## config.mk

```make
export PLATFORM = sky130hd
export DESIGN_NAME = ahb_single_master
export DESIGN_NICKNAME = d
export VERILOG_FILES = /design/src/rtl/ahb_single_master.sv
export SDC_FILE = /design/constraint.sdc
export NUM_CORES = 1
export LEC_CHECK = 0
export ABC_AREA = 1
export CORE_MARGIN = 1.5
export CORE_UTILIZATION = 40
export DETAILED_ROUTE_END_ITERATION = 6
export PLACE_DENSITY_LB_ADDON = 0.05
export SLEW_MARGIN = 20
export SYNTH_ARGS = -nofsm -noshare
export SYNTH_HDL_FRONTEND = slang
export SYNTH_SLANG_ARGS = --single-unit
```

## constraint.sdc

```tcl
create_clock -name HCLK -period 1.6 [get_ports HCLK]
set_input_delay 0.32 -clock HCLK [delete_from_list [all_inputs] [get_ports HCLK]]
set_output_delay 0.32 -clock HCLK [all_outputs]
set_load 0.01 [all_outputs]
```

## src/rtl/ahb_single_master.sv

```systemverilog
// ahb_single_master: AHB-Lite initiator that turns a valid/ready request port
// into SINGLE transfers. The next request's address phase overlaps the current
// data phase. HREADY wait states are absorbed, and the two-cycle ERROR response
// is handled by parking the queued address phase and replaying it afterwards.

// Bus encodings shared with the rest of the fabric (AHB_def.svh). The guards
// let this file compile on its own when that header is not included first.
`ifndef AHB_TRANS_BITS
`define AHB_TRANS_BITS 2
`endif
`ifndef AHB_RESP_BITS
`define AHB_RESP_BITS 2
`endif
`ifndef AHB_TRANS_IDLE
`define AHB_TRANS_IDLE 2'b00
`endif
`ifndef AHB_TRANS_NONSEQ
`define AHB_TRANS_NONSEQ 2'b10
`endif
`ifndef AHB_RESP_OKAY
`define AHB_RESP_OKAY 2'b00
`endif
`ifndef AHB_RESP_ERROR
`define AHB_RESP_ERROR 2'b01
`endif

module ahb_single_master #(
  parameter int unsigned ADDR_W    = 32,
  parameter int unsigned DATA_W    = 32,
  parameter logic [3:0]  HPROT_VAL = 4'b0011
) (
  input  logic                       HCLK,
  input  logic                       HRESET,
  input  logic                       req_valid,
  output logic                       req_ready,
  input  logic [ADDR_W-1:0]          req_addr,
  input  logic                       req_write,
  input  logic [2:0]                 req_size,
  input  logic [DATA_W-1:0]          req_wdata,
  output logic                       rsp_valid,
  output logic [DATA_W-1:0]          rsp_rdata,
  output logic                       rsp_error,
  output logic [ADDR_W-1:0]          HADDR,
  output logic                       HWRITE,
  output logic [2:0]                 HSIZE,
  output logic [2:0]                 HBURST,
  output logic [3:0]                 HPROT,
  output logic [`AHB_TRANS_BITS-1:0] HTRANS,
  output logic [DATA_W-1:0]          HWDATA,
  input  logic [DATA_W-1:0]          HRDATA,
  input  logic                       HREADY,
  input  logic [`AHB_RESP_BITS-1:0]  HRESP
);

  // Cycle-level qualifiers derived from the slots and the bus response.
  logic err1_s;      // first ERROR cycle of the current data phase
  logic advance_s;   // address phase is accepted by the bus this cycle
  logic complete_s;  // data phase finishes this cycle
  logic ready_s;
  logic accept_s;

  // Address-phase slot.
  logic              a_valid_q, a_valid_d;
  logic              a_hold_q,  a_hold_d;
  logic [ADDR_W-1:0] addr_q,    addr_d;
  logic              write_q,   write_d;
  logic [2:0]        size_q,    size_d;
  logic [DATA_W-1:0] wdata_q,   wdata_d;

  // Data-phase slot.
  logic              d_valid_q, d_valid_d;
  logic              d_write_q, d_write_d;
  logic [DATA_W-1:0] d_wdata_q, d_wdata_d;

  // Registered bus and response outputs.
  logic [`AHB_TRANS_BITS-1:0] htrans_q, htrans_d;
  logic [DATA_W-1:0]          hwdata_q, hwdata_d;
  logic                       rsp_valid_q, rsp_valid_d;
  logic                       rsp_error_q, rsp_error_d;
  logic [DATA_W-1:0]          rsp_rdata_q, rsp_rdata_d;

  // Decode handshake and bus-progress conditions from current state.
  always_comb begin
    err1_s     = d_valid_q & ~HREADY & (HRESP == `AHB_RESP_ERROR);
    advance_s  = a_valid_q & ~a_hold_q & HREADY;
    complete_s = d_valid_q & HREADY;
    ready_s    = ~HRESET & (~a_valid_q | advance_s) & ~err1_s;
    accept_s   = req_valid & ready_s;
  end

  // Next state of both slots and of every registered output.
  always_comb begin
    a_valid_d   = a_valid_q;
    a_hold_d    = a_hold_q;
    addr_d      = addr_q;
    write_d     = write_q;
    size_d      = size_q;
    wdata_d     = wdata_q;
    d_valid_d   = d_valid_q;
    d_write_d   = d_write_q;
    d_wdata_d   = d_wdata_q;

    // Address slot: load on accept (only possible when it is free or moving on).
    if (accept_s) begin
      a_valid_d = 1'b1;
      addr_d    = req_addr;
      write_d   = req_write;
      size_d    = req_size;
      wdata_d   = req_wdata;
    end else if (advance_s) begin
      a_valid_d = 1'b0;
    end else begin
      a_valid_d = a_valid_q;
    end

    // Park the queued address phase across an ERROR; release once it completes.
    if (err1_s & a_valid_q) begin
      a_hold_d = 1'b1;
    end else if (complete_s) begin
      a_hold_d = 1'b0;
    end else begin
      a_hold_d = a_hold_q;
    end

    // Data slot: refilled by an advancing address phase, emptied on completion.
    if (advance_s) begin
      d_valid_d = 1'b1;
      d_write_d = write_q;
      d_wdata_d = wdata_q;
    end else if (complete_s) begin
      d_valid_d = 1'b0;
    end else begin
      d_valid_d = d_valid_q;
    end

    if (a_valid_d & ~a_hold_d) begin
      htrans_d = `AHB_TRANS_NONSEQ;
    end else begin
      htrans_d = `AHB_TRANS_IDLE;
    end

    if (d_valid_d & d_write_d) begin
      hwdata_d = d_wdata_d;
    end else begin
      hwdata_d = {DATA_W{1'b0}};
    end

    rsp_valid_d = complete_s;
    rsp_error_d = complete_s & (HRESP == `AHB_RESP_ERROR);
    if (complete_s & ~d_write_q) begin
      rsp_rdata_d = HRDATA;
    end else begin
      rsp_rdata_d = {DATA_W{1'b0}};
    end
  end

  // State and output registers with synchronous reset.
  always_ff @(posedge HCLK) begin
    if (HRESET) begin
      a_valid_q   <= 1'b0;
      a_hold_q    <= 1'b0;
      addr_q      <= {ADDR_W{1'b0}};
      write_q     <= 1'b0;
      size_q      <= 3'b000;
      wdata_q     <= {DATA_W{1'b0}};
      d_valid_q   <= 1'b0;
      d_write_q   <= 1'b0;
      d_wdata_q   <= {DATA_W{1'b0}};
      htrans_q    <= `AHB_TRANS_IDLE;
      hwdata_q    <= {DATA_W{1'b0}};
      rsp_valid_q <= 1'b0;
      rsp_error_q <= 1'b0;
      rsp_rdata_q <= {DATA_W{1'b0}};
    end else begin
      a_valid_q   <= a_valid_d;
      a_hold_q    <= a_hold_d;
      addr_q      <= addr_d;
      write_q     <= write_d;
      size_q      <= size_d;
      wdata_q     <= wdata_d;
      d_valid_q   <= d_valid_d;
      d_write_q   <= d_write_d;
      d_wdata_q   <= d_wdata_d;
      htrans_q    <= htrans_d;
      hwdata_q    <= hwdata_d;
      rsp_valid_q <= rsp_valid_d;
      rsp_error_q <= rsp_error_d;
      rsp_rdata_q <= rsp_rdata_d;
    end
  end

  // Drive ports from registers; HBURST/HPROT are fixed for single transfers.
  always_comb begin
    req_ready = ready_s;
    rsp_valid = rsp_valid_q;
    rsp_rdata = rsp_rdata_q;
    rsp_error = rsp_error_q;
    HADDR     = addr_q;
    HWRITE    = write_q;
    HSIZE     = size_q;
    HBURST    = 3'b000;
    HPROT     = HPROT_VAL;
    HTRANS    = htrans_q;
    HWDATA    = hwdata_q;
  end

endmodule

```

Word level (Yosys, flattened, before mapping)
Index checks and enable logic that the tools add are counted.
- logic and storage cells: 49
- register bits after elaboration: 172
- bits of input ports: 106
- output and inout bits: 112
- equal/unequal tests: 1
- bitwise gates (word level): 23
- mux-type cells: 9
- reductions and logical operators: 2
- operators by type and width (operator ; number):
    $mux W32 ; 1
    $and A1 B1 Y1 ; 13
    $not A1 Y1 ; 9
    $mux W1 ; 7
    $reduce_or A2 Y1 ; 2
    $eq A2 B1 Y1 const B ; 1
    $mux W2 ; 1
    $or A1 B1 Y1 ; 1

Logic depth before layout (Yosys ltp)
- depth after elaboration: 10
- mapped depth: 9
- depth with buffers taken out: 7

Worst setup path after synthesis
No wires, ideal clock.
- path type: input to output
- from: input HRESET
- to: output req_ready
- setup slack: 0.218 ns
- data arrival time: 1.062 ns
- required time: 1.280 ns
- path buffers: 2
- stages: 4
- cell sequence: buf_2 -> inv_4 -> clkbuf_1 -> and3_1
- cells in the longest elaborated chain, start to end: 3
- RTL lines (item ; RTL line ; source):
    start: declaration ; 33 ; input logic HRESET,
    $not A1 Y1 ; 87 ; ready_s = ~HRESET & (~a_valid_q | advance_s) & ~err1_s;
    $and A1 B1 Y1 (2 in a row) ; 87 ;
    end: declaration ; 35 ; output logic req_ready,
No other way between the ends.

Worst setup path in the final report
- from: input HRESP[1]
- to: output req_ready
- cells in the longest elaborated chain, start to end: 4
- RTL lines (item ; RTL line ; source):
    start: declaration ; 52 ; input logic [`AHB_RESP_BITS-1:0] HRESP
    $eq A2 B1 Y1 (no source line) ; - ;
    $and A1 B1 Y1 ; 84 ; err1_s = d_valid_q & ~HREADY & (HRESP == `AHB_RESP_ERROR);
    $not A1 Y1 ; 87 ;
    $and A1 B1 Y1 ; 87 ;
No other way between the ends.

==> run_results.csv <==
group,metric,value,unit
clock_tree,root_buffer,"clkbuf_16",
worst_setup_path,required,1.28,ns
worst_setup_path,crit_arrival,1.24,ns
logic_synthesis,synth_seq_cells,171,
sta,max_freq,639,MHz
placed_design,place_inst,1164,
drt,viasPerCell,4.18,
drt,drc,0,
power,powerDensity,1050,mW/mm2
logic_synthesis,synth_top_area_share,55.6,%
power,p_leak,4.88,nW
logic_synthesis,synthFlopType,"dfxtp_1",
logic_synthesis,ys_types,21,
logic_synthesis,syn-mean-instance-area,7.81,um2
clock_tree,h-tree-depth,4,
die,die_y,127,um
logic_synthesis,synth-edff-count,0,
final_layout,syn2layout_area_growth,46.6,%
sta,setup_tns,0,ns
sta,setup_viol,0,
die,row_count,45,
worst_setup_path,max_stage_delay,0.46,ns
final_layout,drive_gt1_share,9.42,%
grt,grt_max_degree,61,
logic_synthesis,synth_top_area_cell,"dfxtp_1",
logic_synthesis,seq_area_frac_synth,55.6,%
grt,antenna_found_initial,0,
drt,ant_nets,0,
logic_synthesis,synthCells,788,
final_layout,fin_cells,1196,
clock_tree,clk_latency,0.42,ns
placed_design,portBuffers,209,
drt,drtPass1Iterations,4,
clock_tree,numClockSinks,171,
worst_setup_path,reg2reg_depth,9,
power,power,0.00948,W
die,io_pins,218,
grt,grt_pass1_vias,4693,
hold_path,whs_path_depth,3,
clock_tree,post_cts_buffers,0,
final_layout,fillers,1437,
placed_design,gp_congestion,0.715,
power,worst_ir_drop_vdd,674,uV
logic_synthesis,synthArstFlopShare,0,%
worst_setup_path,start_kind,"primary input",
worst_setup_path,crit_type,"in2out",
clock_tree,numCtsBuffers,17,
drt,routed_wirelength,13600,um
hold_path,min_path_type,"in2reg",
sta,fin_crit_sh,97.8,%
drt,routedWlPerCell,11.3,um
sta,finalHoldViolations,0,
sta,clock_skew,0.0100,ns
final_layout,final_nets,1101,
sta,rsz0062_at_grt,"true",
grt,gr-total-overflow,0,
logic_synthesis,synth_most_common_cell,"nor2_1",
placed_design,dp_hpwl,8880,um
sta,slew_viol_final,0,
final_layout,diodes,0,
die,dieArea,0.0161,mm2
placed_design,post_dp_cell_area,0.00844,mm2
logic_synthesis,yosysWarnings,0,
die,die_w,127,um
clock_tree,clkTransAtPathRegs,0.06,ns
grt,grt_pass1_wl,22300,um
die,core_area,0.0151,mm2
worst_setup_path,crit_chain,"clkdlybuf4s50_1 > nor2_4 > nand2_2 > and3_4 > buf_6",
clock_tree,cts_tree,"built",
clock_tree,cts_buffer_depth,2,
logic_synthesis,synthTopCellsByCount,"205 x nor2_1, 177 x nand2_1, 171 x dfxtp_1",
grt,grtUsageTotal,17.4,%
worst_setup_path,endpoint_kind,"output pin",
final_layout,fin_area,0.00902,mm2
drt,drt_iter0_drc,239,
logic_synthesis,syn_area,0.00615,mm2
worst_setup_path,crit_path_max_fanout,2,
die,start_util,40.8,%
worst_setup_path,critPathSlowestCell,"clkdlybuf4s50_1",
run_status,status,"finished, final reports clean",
drt,vias,5005,
flow_run,maxCapViolations,0,
sta,fin_crit,1.56,ns
logic_synthesis,synthTopCellsByArea,"dfxtp_1 56%, nor2_1 13%, nand2_1 11%",
[cells by family (layout without fill, tap and decap cells)]
family                 after synthesis  after routing  share of synthesized area [%]
buffers and inverters              161            375                           12.7
AOI/OAI and AO/OA                   33             33                           2.70
DFF                                171            171                           55.6
other                                2              8                          0.122
and+or+nand+nor                    421            421                           28.8
[where the power goes]
group | leakage (nW) | internal (W) | switching, W
clock | 0.268 | 0.00222 | 0.00178
combinational | 3.22 | 0.000498 | 0.000508
sequential | 1.39 | 0.00443 | 0.0000530
total | 4.88 | 0.00714 | 0.00234
[placed cells by master, fill, tap and decap left out, types with 3 or more instances in the layout]
master	instances
nor2_1	204
nand2_1	176
dfxtp_1	170
inv_1	107
clkdlybuf4s50_1	107
dlygate4sd2_1	70
dlymetal6s2s_1	30
nor3_2	26
o21ai_0	20
clkbuf_16	17
buf_4	14
o21ai_1	12
buf_12	9
conb_1	8
nor3_1	6
clkinvlp_4	5
inv_6	5
inv_2	3
nor2_4	3
[worst max-delay path, delay by kind of cell]
family | cells | cell delay, ns
buffers and inverters | 2 | 0.58
AND/OR/NAND/NOR | 3 | 0.35
[flip-flops by register name (all words and copies together) (netlist names)]
name       cells
a_valid_q      1
rsp_valid      1
HTRANS         1
HSIZE          3
rsp_rdata     32
HWDATA        32
a_hold_q       1
d_valid_q      1
d_wdata_q     32
d_write_q      1
HWRITE         1
rsp_error      1
HADDR         32
wdata_q       32
[metal layers]
| layer | wire (um) | up-vias | global-route usage (%) | share of wire, % |
|---|---|---|---|---|
| met3 | 1180 | 15 | 6.95 | 8.7 |
| li1 | - | 2708 | - | - |
| met4 | 183 | 0 | 6.68 | 1.3 |
| met2 | 6070 | 145 | 28.2 | 45 |
| met5 | 0 | - | 0 | 0 |
| met1 | 6140 | 2137 | 20.8 | 45 |
[through the flow]
stage | hold WS (ns) | utilization [%] | setup slack, ns
after floorplan | 0.398 | - | 0.218
after global placement | 0.475 | 55.9 | -0.464
after detailed placement | 0.476 | 55.9 | -0.455
after CTS | 0.311 | 59.2 | -0.0407
after global routing | 0.181 | 59.8 | -0.0218
final | 0.185 | 59.8 | 0.0357
[layout make-up]
class,count,area [um2],share of cell area [%]
sequential,171,3420,38.0
timing repair buffer,232,2360,26.2
clock inverter,14,136,1.51
multi-input combinational,462,2010,22.2
inverter,111,419,4.65
clock buffer,18,439,4.87
tap,188,235,2.61
[path summary, 6_finish.rpt]
kind,start,end,slack (ns)
hold reg to reg,d_wdata_q[0],d_wdata_q[0],0.49
setup reg to reg,d_valid_q,HADDR[30],0.26
hold / removal,HRESP[0],rsp_error,0.19
setup / recovery,HRESP[1],req_ready,0.04
[repair_timing]
item,CTS,global route
gates resized for setup,79,35
gates cloned,0,0
pin swaps,2,3
endpoints found under the setup margin,70,30
endpoints found under the hold margin,0,0
hold buffers,0,0
No activity file was read; power rests on OpenSTA's default activity.
